$ cat config.mk
export PLATFORM = sky130hd
export DESIGN_NAME = sum_it_up
export DESIGN_NICKNAME = d
export VERILOG_FILES = /design/src/rtl/sum_it_up.sv
export SDC_FILE = /design/constraint.sdc
export NUM_CORES = 1
export LEC_CHECK = 0
export CAP_MARGIN = 20
export CORE_MARGIN = 5
export CORE_UTILIZATION = 55
export DETAILED_ROUTE_END_ITERATION = 8
export DONT_BUFFER_PORTS = 1
export PLACE_DENSITY = 0.79
export SETUP_SLACK_MARGIN = 0.15
export SYNTH_ARGS = -nofsm -noshare
export SYNTH_HDL_FRONTEND = slang
export SYNTH_SLANG_ARGS = --single-unit
$ cat constraint.sdc
create_clock -name clock -period 3.23 [get_ports clock]
set_input_delay 0.4845 -clock clock [delete_from_list [all_inputs] [get_ports clock]]
set_output_delay 0.4845 -clock clock [all_outputs]
set_load 0.005 [all_outputs]
$ cat src/rtl/sum_it_up.sv
// sum_it_up: accumulates a zero-terminated operand stream after an active-low go,
// then holds the sum with done high until the next go.
module sum_it_up #(
    parameter int WIDTH       = 8,
    parameter int COUNT_WIDTH = 4,
    parameter int MAX_TERMS   = 15
) (
    input  logic                   clock,
    input  logic                   reset,
    input  logic                   go_l,
    input  logic [WIDTH-1:0]       inA,
    output logic [WIDTH-1:0]       Q,
    output logic                   done,
    output logic [COUNT_WIDTH-1:0] count,
    output logic                   overflow
);
    typedef enum logic [1:0] {IDLE = 2'd0, SUM = 2'd1, DONE = 2'd2} state_t;

    state_t                 state_q;
    logic [WIDTH-1:0]       q_q;
    logic [COUNT_WIDTH-1:0] count_q, count_d;
    logic                   done_q, ovf_q;
    logic [WIDTH:0]         sum_d;

    always_comb begin
        sum_d   = {1'b0, q_q} + {1'b0, inA};
        count_d = count_q + 1'b1;
    end

    always_ff @(posedge clock) begin
        if (reset) begin
            state_q <= IDLE;
            q_q     <= '0;
            count_q <= '0;
            done_q  <= 1'b0;
            ovf_q   <= 1'b0;
        end else begin
            case (state_q)
                IDLE, DONE: begin
                    if (!go_l) begin
                        state_q <= SUM;
                        q_q     <= '0;
                        count_q <= '0;
                        done_q  <= 1'b0;
                        ovf_q   <= 1'b0;
                    end
                end
                SUM: begin
                    if (inA == '0) begin
                        state_q <= DONE;
                        done_q  <= 1'b1;
                    end else begin
                        q_q     <= sum_d[WIDTH-1:0];
                        ovf_q   <= ovf_q | sum_d[WIDTH];
                        count_q <= count_d;
                        // Term limit reached: finish on the same edge as the last add
                        if (count_d == COUNT_WIDTH'(MAX_TERMS)) begin
                            state_q <= DONE;
                            done_q  <= 1'b1;
                        end
                    end
                end
                default: begin
                    state_q <= IDLE;
                    done_q  <= 1'b0;
                end
            endcase
        end
    end

    assign Q        = q_q;
    assign done     = done_q;
    assign count    = count_q;
    assign overflow = ovf_q;
endmodule
-- Word level (Yosys, flattened, before mapping)
Cells that the tools add are included.
- output and inout port bits: 14
- flip-flop bits (word level): 16
- logic and storage cells: 36
- $add $sub $neg: 2
- equality and inequality tests: 6
- bitwise operators: 1
- mux-type cells: 16
- reductions and logical operators: 6
- operators by type and width (operator ; number):
    $mux 8 ; 2
    $pmux 8 s2 ; 1
    $add 8x8->9 ; 1
    $logic_not 8->1 ; 1
    $mux 4 ; 2
    $pmux 4 s2 ; 1
    $mux 2 ; 3
    $add 4x1->4 const B ; 1
    $eq 4x4->1 const B ; 1
    $mux 1 ; 4
    $ne 2x2->1 const B ; 2
    $pmux 1 s2 ; 2
    $pmux 2 s2 ; 1
    $ne 3x3->1 const B ; 1
    $reduce_and 3->1 ; 1
    $eq 2x1->1 const B ; 1
    $eq 2x2->1 const B ; 1
    $logic_not 2->1 ; 1
    $reduce_and 2->1 ; 1
    $reduce_bool 2->1 ; 1
    $reduce_or 2->1 ; 1
    $or 1x1->1 ; 1

-- Logic depth before layout (Yosys ltp)
Gate-level depths: netlist of run 1.
- depth in word-level cells: 5
- depth in mapped cells: 6

-- Worst setup path after synthesis of run 1
No wires, ideal clock.
- path type: in2reg
- start point: in inA[0]
- end point: reg q_q[6], in the netlist Q[6]
- cell stages on the path: 6
- setup slack: 1275 ps
- arrival time: 1893 ps
- path through: ha_1 fa_1 a211oi_1 o21ai_1 a2111o_1 nand3_1
- cells in the longest elaborated chain, start to end: 3
- RTL lines (what ; line ; source):
    start, declared ; 11 ; input logic [WIDTH-1:0] inA,
    $add 8x8->9 / $logic_not 8->1 (equally long branches) ; 26, 49 ;
    $mux 8 / $ne 2x2->1 (equally long branches) ; -- ;
    $pmux 8 s2 / $reduce_and 3->1 (equally long branches) ; -- ;
    end signal, assigned ; 53 ; q_q <= sum_d[WIDTH-1:0];
    end, declared ; 20 ; logic [WIDTH-1:0] q_q;
Several ways; a longest one is shown, not always the timed one. The select of a mux whose other input is x is not followed.
A chain may end at the register's enable or synchronous reset.

-- Final worst setup path of run 1
- start point: reg q_q[0], in the netlist Q[0]
- end point: reg q_q[6], in the netlist Q[6]
- cells in the longest elaborated chain, start to end: 3
- RTL lines (what ; line ; source):
    $add 8x8->9 ; 26 ; sum_d = {1'b0, q_q} + {1'b0, inA};
    $mux 8 ; 49 ; if (inA == '0) begin
    $pmux 8 s2 ; 38 ; case (state_q)
Every way passes these cells. The select of a mux whose other input is x is not followed.

==> flow_metrics.tcl, run 1 <==
set metrics [dict create \
    status "finished clean" \
    grt_first_pass_wirelength_mm 3.78 \
    syn_area_per_cell_um2 9.42 \
    rr_startpoint "Q[0]" \
    peakVddDrop_mv 0.205 \
    syn_inst 114 \
    grt_overflow 0 \
    row_count 16 \
    setup.worst_path.end "Q[6]" \
    synthesis.area_um2 1070 \
    critPathMaxFanout 3 \
    dr.pass1.iters 4 \
    path_clk_slew_ns 0.09 \
    synth_cell_types 42 \
    powerDensity_nw_per_um2 375 \
    dp_hpwl_mm 1.75 \
    htree_levels 1 \
    skew_ns 0.000611 \
    nets 135 \
    max_stage_delay_ns 0.43 \
    wl_per_cell_um 16.8 \
    crit_cells 6 \
    track_usage_pct 17.7 \
    r2r_slack_ns 1.28 \
    place_area_um2 1070 \
    utilization_pct 57.6 \
    hold_buffers 0 \
    grt_pass1_vias 879 \
    maxSlewViolCount 0 \
    finalWeightedCongestion 0.797 \
    synth_top_area_cell "dfxtp_1" \
    drc 0 \
    cts.repair.resized 0 \
    initialDrtViolationCount 15 \
    cp.buffers_inverters 0 \
    synth_seq_cells 15 \
    clock_latency_ns 0.28 \
    numPortBuffers 0 \
    synth_nets 136 \
    stdcell_count 139 \
    wirelength_mm 2.33 \
    rsz0062_at_grt "false" \
    min_period_ns 1.95 \
    diodes 0 \
    tns_ns 0 \
    synth-seq-area-share_pct 28.0 \
    cts_tree "built" \
    n_fill_cell 176 \
    r2r_cells 6 \
    slew_headroom_pct 36.7 \
    max_cap_violations 0 \
    drive_gt1_share_pct 9.82 \
    synth.area.top_cells "dfxtp_1, ha_1, a21oi_1" \
    max_freq_ghz 0.512 \
    slowest_stage "fa_1" \
    fin_area_um2 1100 \
    start_util_pct 56.4 \
    grt_max_degree 24 \
    startpoint "Q[0]" \
    criticalPathCategory "reg -> reg" \
    synth_top_cell_area_share_pct 28.0 \
    hold_class "in -> reg" \
    cp_top_family "compound AO/OA/AOI/OAI gates" \
    start_kind "flop" \
    worstReg2RegEnd "Q[6]" \
    path_cells "ha_1 > fa_1 > a211oi_1 > o21ai_1 > a2111o_1 > nand3_1" \
    cts_setup_buffers 0 \
    cts_buffers 3 \
    min_from "reset" \
    cp.required_ns 3.46 \
    yosys_warnings 0 \
    io_pins 25 \
    dp.cells 135 \
    vias_per_cell 6.63 \
    fp.dieH_um 54.2 \
    setup_viol 0 \
    max_slew.worst_pin.slew_ns 0.950 \
    setup_ws_ns 1.28 \
    total_leakage_power_uw 0.000410 \
    dieArea_um2 2940 \
    antenna_found_initial 0 \
    endpoint_kind "flop" \
    clockBufferDepth 2 \
    die_w_um 54.2 \
    cp.arrival_ns 2.18 \
    dpl_worst_slack_ns 1.18 \
    syn2layout_area_growth_pct 2.10 \
    clockRootBuffer "clkbuf_4" \
    vias 921 \
    coreArea_um2 1900 \
    ant_nets 0 \
    hold_violations 0 \
    fin_crit_sh_pct 60.5 \
    cts.sinks 15 \
]
## how the worst min path moves through the flow
| stage | end | slack, ns | cells after the start |
|---|---|---|---|
| 2_1_floorplan | Q[0] | 0.48 | 2 |
| 3_3_place_gp | Q[0] | 0.51 | 2 |
| 3_5_place_dp | Q[0] | 0.50 | 2 |
| 4_1_cts | count[3] | 0.25 | 1 |
| 5_1_grt | count[3] | 0.24 | 1 |
| 6_report | count[3] | 0.25 | 1 |
## cell usage in the layout, fill, tap and decap left out, types with 2 or more instances in the layout
| master | Yosys | routed |
|---|---|---|
| a31oi_1 | 3 | 3 |
| a311oi_1 | 2 | 2 |
| nand4_1 | 2 | 2 |
| a21oi_1 | 10 | 10 |
| nand2b_1 | 2 | 2 |
| nor4_4 | 2 | 2 |
| nand4b_1 | 5 | 5 |
| clkbuf_4 | 0 | 3 |
| xnor2_1 | 3 | 3 |
| a211oi_1 | 3 | 3 |
| a2111o_1 | 2 | 2 |
| xor2_1 | 3 | 3 |
| nand2_1 | 4 | 4 |
| inv_1 | 3 | 3 |
| o21ai_0 | 3 | 3 |
| ha_1 | 10 | 10 |
| dfxtp_1 | 15 | 15 |
| o41ai_1 | 2 | 2 |
| nor2_1 | 5 | 5 |
| o31ai_1 | 2 | 2 |
| nand3_1 | 5 | 5 |
| o211ai_1 | 3 | 3 |
| a21o_1 | 2 | 2 |
## cell families (layout without fill, tap and decap cells)
kind of cell,after synthesis,count (layout),synth area share (%)
compound gates,40,40,28.0
xor+xnor,6,6,4.90
fa+ha+maj,11,11,13.5
buf+inv,9,7,4.66
flops,15,15,28.0
simple gates,33,33,21.0
## sequential cells by signal, summed over array words and instances (netlist names)
| signal | cells |
|---|---|
| Q | 8 |
| count | 4 |
| overflow | 1 |
| state_q | 2 |
## routing by layer
metal  part of all wire (%)  GRT usage, %  up-vias
met4                   0.90          5.81        0
met5                      0             0        -
li1                       -             -      443
met2                     49          29.9       28
met3                    7.0          6.09        4
met1                     43          20.6      446
## synthesized netlist by cell type (all sizes together)
library cell	count
xnor2	3
dfxtp	15
nor2	6
and2	1
or4bb	1
a21oi	11
a311oi	3
o41ai	2
fa	1
a221oi	1
nand4b	5
inv	3
nand2	4
a2111o	2
or2	2
and2b	1
o31ai	2
nor3	1
nand2b	2
a211oi	3
a41oi	1
o21ai	4
nand3	5
o211ai	4
o21ba	1
ha	10
clkbuf	3
xor2	3
buf	3
nor4	2
a21o	3
a31oi	3
nand4	2
or3	1
## power breakdown
part	switching, uW	total (uW)	internal (uW)	leakage [uW]
Sequential	12.0	207	195	0.000122
Clock	64.4	110	46.0	0.0000177
Combinational	55.6	93.4	37.7	0.000271
Total	132	411	279	0.000410
## area by class of cell
| class | instances | area, um^2 | share of cell area, % |
|---|---|---|---|
| multi-input cells | 90 | 723 | 66.0 |
| well taps | 27 | 33.8 | 3.08 |
| inverters | 3 | 11.3 | 1.03 |
| flip-flops and latches | 15 | 300 | 27.4 |
| clock buffers | 3 | 22.5 | 2.05 |
| clock inverters | 1 | 5.00 | 0.457 |
## through the flow
| step | power, uW | hold slack (ns) |
|---|---|---|
| 2_1_floorplan | 293 | 0.481 |
| 3_5_place_dp | 304 | 0.504 |
| 5_1_grt | 434 | 0.237 |
| 6_report | 411 | 0.253 |
| 4_1_cts | 413 | 0.248 |
| 3_3_place_gp | 301 | 0.505 |
Power figures use the tool's default switching activity.
==> run 2, diff against run 1 <==
--- a/config.mk
+++ b/config.mk
@@ -10,7 +10,7 @@
 export CORE_UTILIZATION = 55
 export DETAILED_ROUTE_END_ITERATION = 8
 export DONT_BUFFER_PORTS = 1
-export PLACE_DENSITY = 0.79
+export PLACE_DENSITY = 0.82
 export SETUP_SLACK_MARGIN = 0.15
 export SYNTH_ARGS = -nofsm -noshare
 export SYNTH_HDL_FRONTEND = slang
==> constraint.sdc (replaced) <==
create_clock -name clock -period 1.6 [get_ports clock]
set_input_delay 0.24 -clock clock [delete_from_list [all_inputs] [get_ports clock]]
set_output_delay 0.24 -clock clock [all_outputs]
set_load 0.005 [all_outputs]
==> run 2 against run 1 <==
  * The run now ends with negative setup slack left
  * Fmax increased by 15%
  * Worst hold slack got worse by 0.24 ns
  * Core utilization increased by 15 points
  * Clock skew increased by 0.0098 ns
  * Sequential share of layout area decreased by 5.1 points
  * Clock-buffer cell count unchanged
  * Sequential power increased by 100%
  * Critical path depth unchanged
  * Via count increased by 8.6%
  * Critical path type unchanged
==> flow_metrics.tcl, run 2 (same netlist as run 1, synthesis figures left out) <==
set metrics [dict create \
    status "complete, but fails checks" \
    violations "negative setup slack" \
    die_w_um 54.2 \
    cp.required_ns 1.84 \
    clockRootBuffer "clkbuf_4" \
    power.internal_uw 629 \
    criticalPathCategory "reg -> reg" \
    wirelength_mm 2.89 \
    grt_pass1_vias 990 \
    maxSlewViolCount 0 \
    final_cell_mix "buf_4, dfxtp_1, a21oi_1, ha_4" \
    critPathMaxFanout 3 \
    powerDensity_nw_per_um2 684 \
    total_leakage_power_uw 0.000520 \
    clockBufferDepth 2 \
    grt_first_pass_wirelength_mm 4.60 \
    ff_latch_area_um2 308 \
    grt_overflow 0 \
    clock_latency_ns 0.31 \
    dp_hpwl_mm 2.00 \
    combPwrFrac_pct 30.4 \
    cts_buffers 3 \
    cp.arrival_ns 1.94 \
    diodes 0 \
    max_freq_ghz 0.590 \
    initialDrtViolationCount 20 \
    htree_levels 1 \
    pwr-share-seq_pct 44.5 \
    vias 1000 \
    tns_ns -0.252 \
    hold_violations 0 \
    track_usage_pct 22.0 \
    start_kind "flop" \
    syn2layout_area_growth_pct 28.3 \
    setup_ws_ns -0.0942 \
    skew_ns 0.0104 \
    endpoint_kind "flop" \
    dr.pass1.iters 4 \
    finalWeightedCongestion 0.857 \
    path_clk_slew_ns 0.11 \
    fp.dieH_um 54.2 \
    row_count 16 \
    fin_crit_sh_pct 106 \
    dieArea_um2 2940 \
    multi_input_area_um2 841 \
    sw_frac_of_total_pct 33.3 \
    max_cap_violations 0 \
    slew_headroom_pct 68.6 \
    peakVddDrop_mv 0.457 \
    cts.sinks 15 \
    cts_tree "built" \
    start_util_pct 56.4 \
    antenna_found_initial 0 \
    largest_reg_flops 8 \
    clkPwrFrac_pct 25.2 \
    vias_per_cell 6.29 \
    grt_max_degree 18 \
    hold_slack_ns 0.0109 \
    final_common_cell "buf_4" \
    n_fill_cell 132 \
    p_switching_uw 314 \
    setup_viol 5 \
    drive_gt1_share_pct 36.4 \
    ant_nets 0 \
    coreArea_um2 1900 \
    wl_per_cell_um 18.2 \
    max_slew.worst_pin.slew_ns 0.468 \
    min_period_ns 1.69 \
    rsz0062_at_grt "true" \
    numPortBuffers 0 \
    utilization_pct 72.4 \
    io_pins 25 \
    nets 155 \
    drc 0 \
    hold_class "in -> reg" \
]
==> run 2: cell count changes in the layout (fill, tap and decap cells not counted), sizes merged <==
cell / previous run / this run
buf: 0 / 19
dlygate4sd3: 0 / 1
==> run 2: critical path: stages, from the launching register on <==
cell and delay, ns:
dfxtp_2 0.35, ha_4 0.16, fa_2 0.37, a211oi_2 0.23, o21ai_2 0.10, a2111o_1 0.36, nand3_1 0.07
==> run 2: final timing paths <==
| kind | from | endpoint | slack (ns) | depth (start not counted) |
|---|---|---|---|---|
| max reg2reg | Q[0] | Q[6] | -0.09 | 6 |
| min | reset | Q[3] | 0.01 | 1 |
| min reg2reg | count[0] | count[0] | 0.53 | 2 |
| max | Q[0] | Q[6] | -0.09 | 6 |
==> run 2: layout make-up <==
| cell class | instances | area share, % |
|---|---|---|
| clock buffer | 3 | 1.63 |
| multi-input combinational | 90 | 61.0 |
| clock inverter | 1 | 0.363 |
| sequential | 15 | 22.3 |
| timing repair buffer | 20 | 11.4 |
| inverter | 3 | 0.817 |
| tap | 27 | 2.45 |
==> run 2: metal layers <==
metal	vias to the layer above	share of wire [%]	global-route usage [%]
met2	31	48	34.3
met5	-	0	0
li1	481	-	-
met1	483	44	27.3
met3	5	6.0	6.37
met4	0	2.0	10.8
==> run 2: stage by stage <==
stage               worst slack, ns  std cells  instance area [um^2]  total power [uW]
floorplan                   -0.0510        114                  1100               598
global placement            -0.0521        151                  1210               656
detailed placement          -0.0976        151                  1210               665
CTS                         -0.0655        157                  1290               919
global route                 -0.136        159                  1380               991
finish                      -0.0942        159                  1380               943
==> run 2: what timing repair did <==
item / 4_1_cts / 5_1_grt
endpoints found under the hold margin: 8 / 0
setup endpoints to repair: 7 / 11
hold buffers: 1 / 0
pin swaps: 8 / 10
setup buffers: 1 / 2
resized for setup: 6 / 11
==> run 2: power groups by stage <==
stage               Sequential [uW]  Combinational [uW]  Clock (uW)
CTS                             416                 258         245
global placement                423                 233           0
finish                          419                 286         237
floorplan                       422                 176           0
global route                    423                 312         257
detailed placement              425                 240           0
